**src/rtl/renode_axi_read_arbiter.sv**
```systemverilog
// Round-robin arbiter sharing one AXI4 read port between several read masters.
// One burst in flight at a time; R beats return to the granted requester.
module renode_axi_read_arbiter #(
   parameter int AddressWidth       = 32,
   parameter int DataWidth          = 32,
   parameter int TransactionIdWidth = 8,
   parameter int NumRequesters      = 4
) (
   input  logic                                       clk,
   input  logic                                       areset,

   input  logic [NumRequesters-1:0]                   s_arvalid,
   output logic [NumRequesters-1:0]                   s_arready,
   input  logic [NumRequesters*TransactionIdWidth-1:0] s_arid,
   input  logic [NumRequesters*AddressWidth-1:0]      s_araddr,
   input  logic [NumRequesters*8-1:0]                 s_arlen,
   input  logic [NumRequesters*3-1:0]                 s_arsize,
   input  logic [NumRequesters*2-1:0]                 s_arburst,

   output logic [NumRequesters-1:0]                   s_rvalid,
   input  logic [NumRequesters-1:0]                   s_rready,
   output logic [TransactionIdWidth-1:0]              s_rid,
   output logic [DataWidth-1:0]                       s_rdata,
   output logic [1:0]                                 s_rresp,
   output logic                                       s_rlast,

   output logic                                       m_arvalid,
   input  logic                                       m_arready,
   output logic [TransactionIdWidth-1:0]              m_arid,
   output logic [AddressWidth-1:0]                    m_araddr,
   output logic [7:0]                                 m_arlen,
   output logic [2:0]                                 m_arsize,
   output logic [1:0]                                 m_arburst,

   input  logic                                       m_rvalid,
   output logic                                       m_rready,
   input  logic [TransactionIdWidth-1:0]              m_rid,
   input  logic [DataWidth-1:0]                       m_rdata,
   input  logic [1:0]                                 m_rresp,
   input  logic                                       m_rlast,

   output logic [$clog2(NumRequesters)-1:0]           grant_id,
   output logic                                       busy,
   output logic                                       len_err
);

   localparam int GW = $clog2(NumRequesters);

   typedef enum logic [1:0] {
      IDLE,
      ADDR,
      DATA
   } state_t;

   state_t        state;
   state_t        state_nxt;

   logic [GW-1:0] rr;
   logic [GW-1:0] pick;
   logic          pick_vld;
   logic [7:0]    arlen_q;
   logic [8:0]    beat_cnt;
   logic          err_seen;

   logic          ar_hs;
   logic          r_hs;
   logic          cnt_eq;
   logic          bad_last;
   logic          bad_over;
   logic          err_now;
   int            gsel;
   int            psel;

   function automatic logic [GW-1:0] rr_idx(input logic [GW-1:0] base,
                                             input int k);
      int j;
      j = int'(base) + k;
      if (j >= NumRequesters) begin
         j = j - NumRequesters;
      end
      return GW'(j);
   endfunction

   // Scan starts just after the last winner, so it has lowest priority.
   always_comb begin
      pick_vld = 1'b0;
      pick     = '0;
      for (int k = 1; k <= NumRequesters; k++) begin
         if (!pick_vld && s_arvalid[rr_idx(rr, k)]) begin
            pick_vld = 1'b1;
            pick     = rr_idx(rr, k);
         end
      end
   end

   always_comb begin
      gsel = int'(grant_id);
      psel = int'(pick);
   end

   always_comb begin
      m_arid    = s_arid[gsel*TransactionIdWidth +: TransactionIdWidth];
      m_araddr  = s_araddr[gsel*AddressWidth +: AddressWidth];
      m_arlen   = s_arlen[gsel*8 +: 8];
      m_arsize  = s_arsize[gsel*3 +: 3];
      m_arburst = s_arburst[gsel*2 +: 2];
   end

   always_comb begin
      s_rid   = m_rid;
      s_rdata = m_rdata;
      s_rresp = m_rresp;
      s_rlast = m_rlast;
   end

   always_comb begin
      ar_hs    = (state == ADDR) && m_arready;
      r_hs     = (state == DATA) && m_rvalid && m_rready;
      cnt_eq   = (beat_cnt == {1'b0, arlen_q});
      bad_last = r_hs && m_rlast && !cnt_eq;
      bad_over = r_hs && !m_rlast && cnt_eq;
      // At most one error report per burst.
      err_now  = (bad_last || bad_over) && !err_seen;
   end

   always_ff @(posedge clk or posedge areset) begin
      if (areset) begin
         state <= IDLE;
      end else begin
         state <= state_nxt;
      end
   end

   always_comb begin
      state_nxt = state;
      unique case (state)
         IDLE: begin
            if (pick_vld) begin
               state_nxt = ADDR;
            end
         end
         ADDR: begin
            if (m_arready) begin
               state_nxt = DATA;
            end
         end
         DATA: begin
            if (r_hs && m_rlast) begin
               state_nxt = IDLE;
            end
         end
         default: state_nxt = IDLE;
      endcase
   end

   always_comb begin
      m_arvalid = 1'b0;
      m_rready  = 1'b0;
      s_arready = '0;
      s_rvalid  = '0;
      busy      = 1'b0;
      unique case (state)
         IDLE: begin
         end
         ADDR: begin
            m_arvalid           = 1'b1;
            s_arready[grant_id] = m_arready;
            busy                = 1'b1;
         end
         DATA: begin
            m_rready           = s_rready[grant_id];
            s_rvalid[grant_id] = m_rvalid;
            busy               = 1'b1;
         end
         default: begin
         end
      endcase
   end

   always_ff @(posedge clk or posedge areset) begin
      if (areset) begin
         grant_id <= '0;
         rr       <= GW'(NumRequesters - 1);
         arlen_q  <= '0;
         beat_cnt <= '0;
         err_seen <= 1'b0;
         len_err  <= 1'b0;
      end else begin
         len_err <= err_now;
         if ((state == IDLE) && pick_vld) begin
            grant_id <= pick;
            arlen_q  <= s_arlen[psel*8 +: 8];
         end
         if (ar_hs) begin
            beat_cnt <= '0;
            err_seen <= 1'b0;
         end else if (r_hs) begin
            if (beat_cnt != 9'd256) begin
               beat_cnt <= beat_cnt + 9'd1;
            end
            if (err_now) begin
               err_seen <= 1'b1;
            end
            if (m_rlast) begin
               rr <= grant_id;
            end
         end
      end
   end

endmodule

```
**config.mk**
```make
export PLATFORM = sky130hd
export DESIGN_NAME = renode_axi_read_arbiter
export DESIGN_NICKNAME = d
export VERILOG_FILES = /design/src/rtl/renode_axi_read_arbiter.sv
export SDC_FILE = /design/constraint.sdc
export NUM_CORES = 1
export LEC_CHECK = 0
export ABC_CLOCK_PERIOD_IN_PS = 2600
export CORE_AREA = 2 2 147 149
export CTS_CLUSTER_SIZE = 14
export DETAILED_ROUTE_END_ITERATION = 7
export DIE_AREA = 0 0 149 151
export PLACE_DENSITY = 0.47
export REMOVE_ABC_BUFFERS = 1
export SLEW_MARGIN = 5
export SYNTH_ARGS = -nofsm -noshare
export SYNTH_HDL_FRONTEND = slang
export SYNTH_SLANG_ARGS = --single-unit
```
**constraint.sdc**
```tcl
create_clock -name clk -period 2.6 [get_ports clk]
set_input_delay 0.52 -clock clk [delete_from_list [all_inputs] [get_ports clk]]
set_output_delay 0.52 -clock clk [all_outputs]
set_load 0.03 [all_outputs]
```
==> flow_metrics.tcl, run 1 <==
set metrics [dict create \
    overflow 0 \
    powerDensity_nw_per_um2 854 \
    syn_inst 286 \
    hpwl_um 14700 \
    min_from "err_seen$_DFFE_PP0P_" \
    required_ns 2.08 \
    first_pass_iters 4 \
    path_delay_family "buffers and inverters" \
    via_count 3428 \
    port_buffers 292 \
    grt_pass1_wl_um 24000 \
    path_cells "clkdlybuf4s50_1 -> mux4_2 -> clkdlybuf4s50_1" \
    start_util_pct 15.6 \
    cts.clk_slew.worst_paths_ns 0.07 \
    clock_path_buffers 2 \
    final_layout_size_suffix_gt1_share_pct 19.1 \
    worstPathArrival_ns 2.01 \
    wl_um 17400 \
    fp.dieArea_sq_um 22500 \
    whs_path_depth 1 \
    reg2reg_to "state[0]$_DFFE_PP0P_" \
    status "finished, final reports clean" \
    final_util_pct 29.9 \
    syn2layout_area_growth_pct 92.3 \
    cts_tree "yes" \
    antenna_left 0 \
    cp.buffers_inverters 2 \
    fin_skew_ns 0.00384 \
    clkSinkCount 25 \
    period_minus_slack_ns 2.53 \
    root_buffer "clkbuf_16" \
    setup_viol 0 \
    layout.cells.most_common "clkdlybuf4s50_1" \
    clkLatencyLatePin_ns 0.26 \
    grt_pass1_vias 3648 \
    ff2ff_setup_slack_ns 0.55 \
    htree_levels 1 \
    die_h_um 151 \
    reg2reg_depth 6 \
    end_kind "output pin" \
    dpl_cell_area_sq_um 6190 \
    leakagePower_nw 2.38 \
    path_class "in2out" \
    slew-limit-headroom_pct 59.1 \
    slowest_stage "clkdlybuf4s50_1" \
    fin_crit_sh_pct 97.5 \
    peakVddDrop_uv 317 \
    ys_seq_elements 25 \
    grt_antenna_before_repair 2 \
    drc 0 \
    drt_iter0_markers 62 \
    io_pins 377 \
    drt-wirelength-per-cell_um 21.5 \
    tightest_slew_ns 0.613 \
    ys.warnings.count 0 \
    drv_slew 0 \
    hold_violations 0 \
    avgSynthCellArea_sq_um 11.3 \
    hold_end "len_err$_DFF_PP0_" \
    crit_fanout 2 \
    synth_top_area_share_pct 37.5 \
    instances_no_fill 806 \
    dpl.cell_count 800 \
    die_w_um 149 \
    path_common_cell "clkdlybuf4s50_1" \
    crit_path_max_incr_delay_ns 0.60 \
    track_usage_pct 14.2 \
    fin_tns_setup_ns 0 \
    clock.fmax_mhz 395 \
    final_area_sq_um 6230 \
    synth_seq_area_share_pct 19.4 \
    yosysTopAreaCell "mux4_2" \
    synth_area_sq_um 3240 \
    cts_buffers 3 \
    num_rows 53 \
    hold_slack_ns 0.455 \
    cap_viol_max_count 0 \
    synthTopCellsByArea "mux4_2 (38%), dfrtp_1 (18%), buf_4 (10%)" \
    gp_congestion 0.756 \
    most-common-layout-cells "clkdlybuf4s50_1 (232), mux4_2 (54), dlygate4sd2_1 (39)" \
    fillers 2168 \
    grt_max_degree 45 \
    timing.rr.start "grant_id[0]$_DFFE_PP0P_" \
    viasPerCell 4.25 \
    hold_class "reg2reg" \
    startpoint_type "input port" \
    coreArea_sq_um 20800 \
    rsz0062_at_grt "false" \
    fin_nets 802 \
    yosysUniqueCellTypes 39 \
]
synthesized netlist by cell type:
| library cell | count |
|---|---|
| o221ai_1 | 8 |
| or4_1 | 2 |
| mux4_2 | 54 |
| o22ai_1 | 2 |
| nand2_1 | 18 |
| mux2_1 | 3 |
| nand3_2 | 2 |
| and3_1 | 1 |
| clkbuf_1 | 3 |
| buf_1 | 7 |
| nor4_1 | 1 |
| nand2b_1 | 5 |
| or2_2 | 1 |
| buf_4 | 45 |
| nor2b_1 | 1 |
| nor4_2 | 1 |
| o2111ai_2 | 1 |
| o21ai_1 | 1 |
| nand3_1 | 4 |
| or3_1 | 1 |
| dfstp_2 | 2 |
| mux2i_1 | 17 |
| a211oi_1 | 2 |
| buf_2 | 10 |
| and2_1 | 2 |
| dfrtp_1 | 23 |
| a21oi_1 | 5 |
| o21ai_0 | 1 |
| and3_4 | 1 |
| nand4_1 | 5 |
| ha_1 | 5 |
| xnor2_1 | 11 |
| nor2_1 | 18 |
| xor2_1 | 6 |
| inv_1 | 10 |
| a32oi_1 | 1 |
| a211o_1 | 1 |
| or4bb_1 | 1 |
| nor3_1 | 4 |
per-layer routing:
layer	vias to the layer above	share of wire, %	GRT usage, %
met5	-	0	2.50
met4	0	1.3	2.24
met3	16	11	6.69
met2	186	45	21.2
met1	1685	42	18.9
li1	1541	-	-
cell type report:
type	instances	area [sq um]	share of cell area [%]
Clock inverter	1	5.00	0.0803
Timing Repair Buffer	304	2970	47.6
Multi-Input combinational cell	186	2160	34.7
Clock buffer	3	75.1	1.21
Inverter	10	37.5	0.603
Antenna cell	2	5.00	0.0803
Tap cell	275	344	5.52
Sequential cell	25	636	10.2
worst max-delay path by stage:
| stage | start | end | cells after the start | slack [ns] |
|---|---|---|---|---|
| floorplan | grant_id[0]$_DFFE_PP0P_ | m_rready | 2 | -1.29 |
| global route | s_arlen[31] | m_arlen[7] | 3 | 0.03 |
| detailed placement | s_araddr[117] | m_araddr[21] | 3 | 0.005 |
| CTS | s_arlen[31] | m_arlen[7] | 3 | 0.07 |
| global placement | s_araddr[117] | m_araddr[21] | 3 | 0.03 |
| finish | s_arlen[15] | m_arlen[7] | 3 | 0.07 |
per-stage QoR:
| step | setup WS, ns | total power [mW] |
|---|---|---|
| after global routing | 0.0278 | 5.66 |
| after global placement | 0.0283 | 5.28 |
| after detailed placement | 0.00469 | 5.30 |
| final | 0.0659 | 5.32 |
| after floorplan | -1.29 | 3.42 |
| after CTS | 0.0671 | 5.43 |
cells by family (layout without fill, tap and decap cells):
| logic type | Yosys count | after routing | share of synthesized area, % |
|---|---|---|---|
| compound gates | 22 | 22 | 5.10 |
| xor+xnor | 17 | 17 | 4.60 |
| fa+ha+maj | 5 | 5 | 1.93 |
| buf+inv | 75 | 318 | 14.3 |
| flops | 25 | 25 | 19.4 |
| mux | 74 | 74 | 43.8 |
| other cells | 0 | 2 | 0 |
| simple gates | 68 | 68 | 10.9 |
worst reg2reg max path, stage by stage, from the launching register on:
cell and delay, ns:
dfrtp_4 0.44, buf_12 0.22, mux4_2 0.61, nand3_1 0.13, a32oi_1 0.09, o21ai_1 0.11
mux2_1 0.33
where the power goes:
part / switching [mW] / leakage (nW) / internal (mW)
clock network: 0.137 / 0.0409 / 0.207
logic: 2.31 / 2.02 / 1.98
registers: 0.150 / 0.319 / 0.532
total: 2.60 / 2.38 / 2.72
timing repair:
action | 4_1_cts | 5_1_grt
pin swaps | 0 | 0
hold buffers | 0 | 0
setup buffers | 0 | 0
setup endpoints to repair | 39 | 1
gates resized for setup | 40 | 1
flip-flops by register name, indices dropped and copies added (netlist names):
name      flops
len_err       1
err_seen      1
rr            2
beat_cnt      9
state         2
grant_id      2
arlen_q       8
(Power assumes the default switching activity.)
==> inputs of run 2 (changes only) <==
--- a/config.mk
+++ b/config.mk
@@ -11,7 +11,6 @@
 export DETAILED_ROUTE_END_ITERATION = 7
 export DIE_AREA = 0 0 149 151
 export PLACE_DENSITY = 0.47
-export REMOVE_ABC_BUFFERS = 1
 export SLEW_MARGIN = 5
 export SYNTH_ARGS = -nofsm -noshare
 export SYNTH_HDL_FRONTEND = slang
==> run 2 against run 1 <==
Net effect: cell area grew 1.9%; clock-buffer cell count grew 1; via count is the same; clock skew grew 0.0022 ns; routed wire length grew 3.9%; core utilization grew 0.56 points; clock power grew 2%; first-iteration DRC count grew 77%.
==> flow_metrics.tcl, run 2 (same netlist as run 1, synthesis figures left out) <==
set metrics [dict create \
    crit_path_max_incr_delay_ns 0.61 \
    most-common-layout-cells "clkdlybuf4s50_1 (233), mux4_2 (54), dlygate4sd2_1 (24)" \
    first_pass_iters 4 \
    seqPwrFrac_pct 12.8 \
    overflow 0 \
    drt_iter0_markers 110 \
    clock_path_buffers 2 \
    dp_slack_ns -0.0247 \
    viasPerCell 4.26 \
    powerDensity_nw_per_um2 862 \
    start_util_pct 15.6 \
    via_count 3428 \
    hold_slack_ns 0.469 \
    rsz0062_at_grt "false" \
    startpoint_type "input port" \
    fillers 2148 \
    grt_pass1_wl_um 24000 \
    cp-startpoint "s_arlen[29]" \
    track_usage_pct 14.5 \
    fin_skew_ns 0.00601 \
    post_cts_resized 25 \
    cap_viol_max_count 0 \
    crit_cells 3 \
    path_cells "clkdlybuf4s50_1 -> mux4_2 -> clkdlybuf4s50_1" \
    fin_nets 802 \
    required_ns 2.08 \
    crit_fanout 2 \
    ff2ff_setup_slack_ns 0.34 \
    drt-wirelength-per-cell_um 22.4 \
    cp.buffers_inverters 2 \
    reg2reg_depth 7 \
    clkLatencyLatePin_ns 0.26 \
    slowest_stage "clkdlybuf4s50_1" \
    syn2layout_area_growth_pct 95.9 \
    cts.clk_slew.worst_paths_ns 0.07 \
    hold_buffers 0 \
    timing.rr.start "grant_id[0]$_DFFE_PP0P_" \
    coreArea_sq_um 20800 \
    gp_congestion 0.763 \
    io_pins 377 \
    hpwl_um 15600 \
    fin_total_pwr_mw 5.47 \
    wl_um 18000 \
    die_w_um 149 \
    clock.fmax_mhz 390 \
    top_regs "beat_cnt x9, arlen_q x8" \
    fp.dieArea_sq_um 22500 \
    synth_nets 558 \
    cts_tree "yes" \
    grt_antenna_before_repair 1 \
    grt_pass1_vias 3528 \
    num_rows 53 \
    worstPathArrival_ns 2.04 \
    drv_slew 0 \
    htree_levels 1 \
    fin_crit_sh_pct 98.5 \
    path_class "in2out" \
    power.share.switching_pct 47.7 \
    drc 0 \
    path_common_cell "clkdlybuf4s50_1" \
    port_buffers 292 \
    seq_area_sq_um 636 \
    period_minus_slack_ns 2.56 \
    grt_max_degree 29 \
    reg2reg_to "state[0]$_DFFE_PP0P_" \
    layout.cells.most_common "clkdlybuf4s50_1" \
    end_kind "output pin" \
    cts_setup_buffers 0 \
    tightest_slew_ns 0.732 \
    peakVddDrop_uv 307 \
    p_int_mw 2.86 \
    cts_buffers 3 \
    whs_path_depth 1 \
    hold_class "reg2reg" \
    combinationalPowerShare_pct 80.8 \
    status "finished, final reports clean" \
    leakagePower_nw 2.50 \
    dpl_cell_area_sq_um 6260 \
    final_util_pct 30.5 \
    clkSinkCount 25 \
    setup_slack_ns 0.0391 \
    largest_register_ffs 9 \
    final_layout_size_suffix_gt1_share_pct 18.9 \
    multi_input_area_sq_um 2150 \
    path_delay_family "buffers and inverters" \
    die_h_um 151 \
    antenna_left 0 \
    hold_violations 0 \
    endpoint "m_arlen[5]" \
    setup_viol 0 \
    largest-register "beat_cnt" \
    switching_power_mw 2.61 \
    final_area_sq_um 6350 \
    root_buffer "clkbuf_16" \
    slew-limit-headroom_pct 51.1 \
    clkPwrFrac_pct 6.4 \
]
## run 2: cell types whose count changed in the layout (fill, tap and decap cells not counted), sizes merged
cell / delta
clkdlybuf4s50: +1
diode: -1
clkinv: -1
dlymetal6s2s: +14
clkbuf: +1
dlygate4sd2: -15
## run 2: how the worst min path moves through the flow
stage / end / slack, ns / from
final: len_err$_DFF_PP0_ / 0.47 / err_seen$_DFFE_PP0P_
after global routing: len_err$_DFF_PP0_ / 0.47 / err_seen$_DFFE_PP0P_
after CTS: len_err$_DFF_PP0_ / 0.47 / err_seen$_DFFE_PP0P_
after detailed placement: len_err$_DFF_PP0_ / 0.46 / err_seen$_DFFE_PP0P_
after global placement: len_err$_DFF_PP0_ / 0.45 / err_seen$_DFFE_PP0P_
after floorplan: len_err$_DFF_PP0_ / 0.41 / err_seen$_DFFE_PP0P_
## run 2: cell type report
| type | instances | share of cell area (%) |
|---|---|---|
| clock buffers | 4 | 1.24 |
| inverters | 10 | 0.591 |
| flip-flops and latches | 25 | 10.0 |
| well taps | 275 | 5.42 |
| diodes | 1 | 0.0394 |
| repair buffers | 304 | 48.8 |
| multi-input cells | 186 | 33.9 |
## run 2: metal layers
metal | wire length, um | share of wire [%] | GRT usage (%)
met5 | 0 | 0 | 0
met4 | 231 | 1.3 | 2.57
met3 | 2910 | 16 | 8.86
met2 | 7900 | 44 | 21.0
met1 | 6980 | 39 | 18.7
## run 2: power groups by stage
stage	sequential (mW)	clock (mW)	combinational [mW]
6_report	0.698	0.352	4.42
5_1_grt	0.725	0.373	4.69
4_1_cts	0.707	0.355	4.52
3_5_place_dp	0.711	0	4.64
3_3_place_gp	0.700	0	4.63
2_1_floorplan	0.632	0	2.94
## run 2: per-stage QoR
stage	std cells	setup TNS (ns)
4_1_cts	804	0
2_1_floorplan	286	0
3_3_place_gp	800	-0.0289
6_report	805	0
3_5_place_dp	800	-0.0247
5_1_grt	804	0
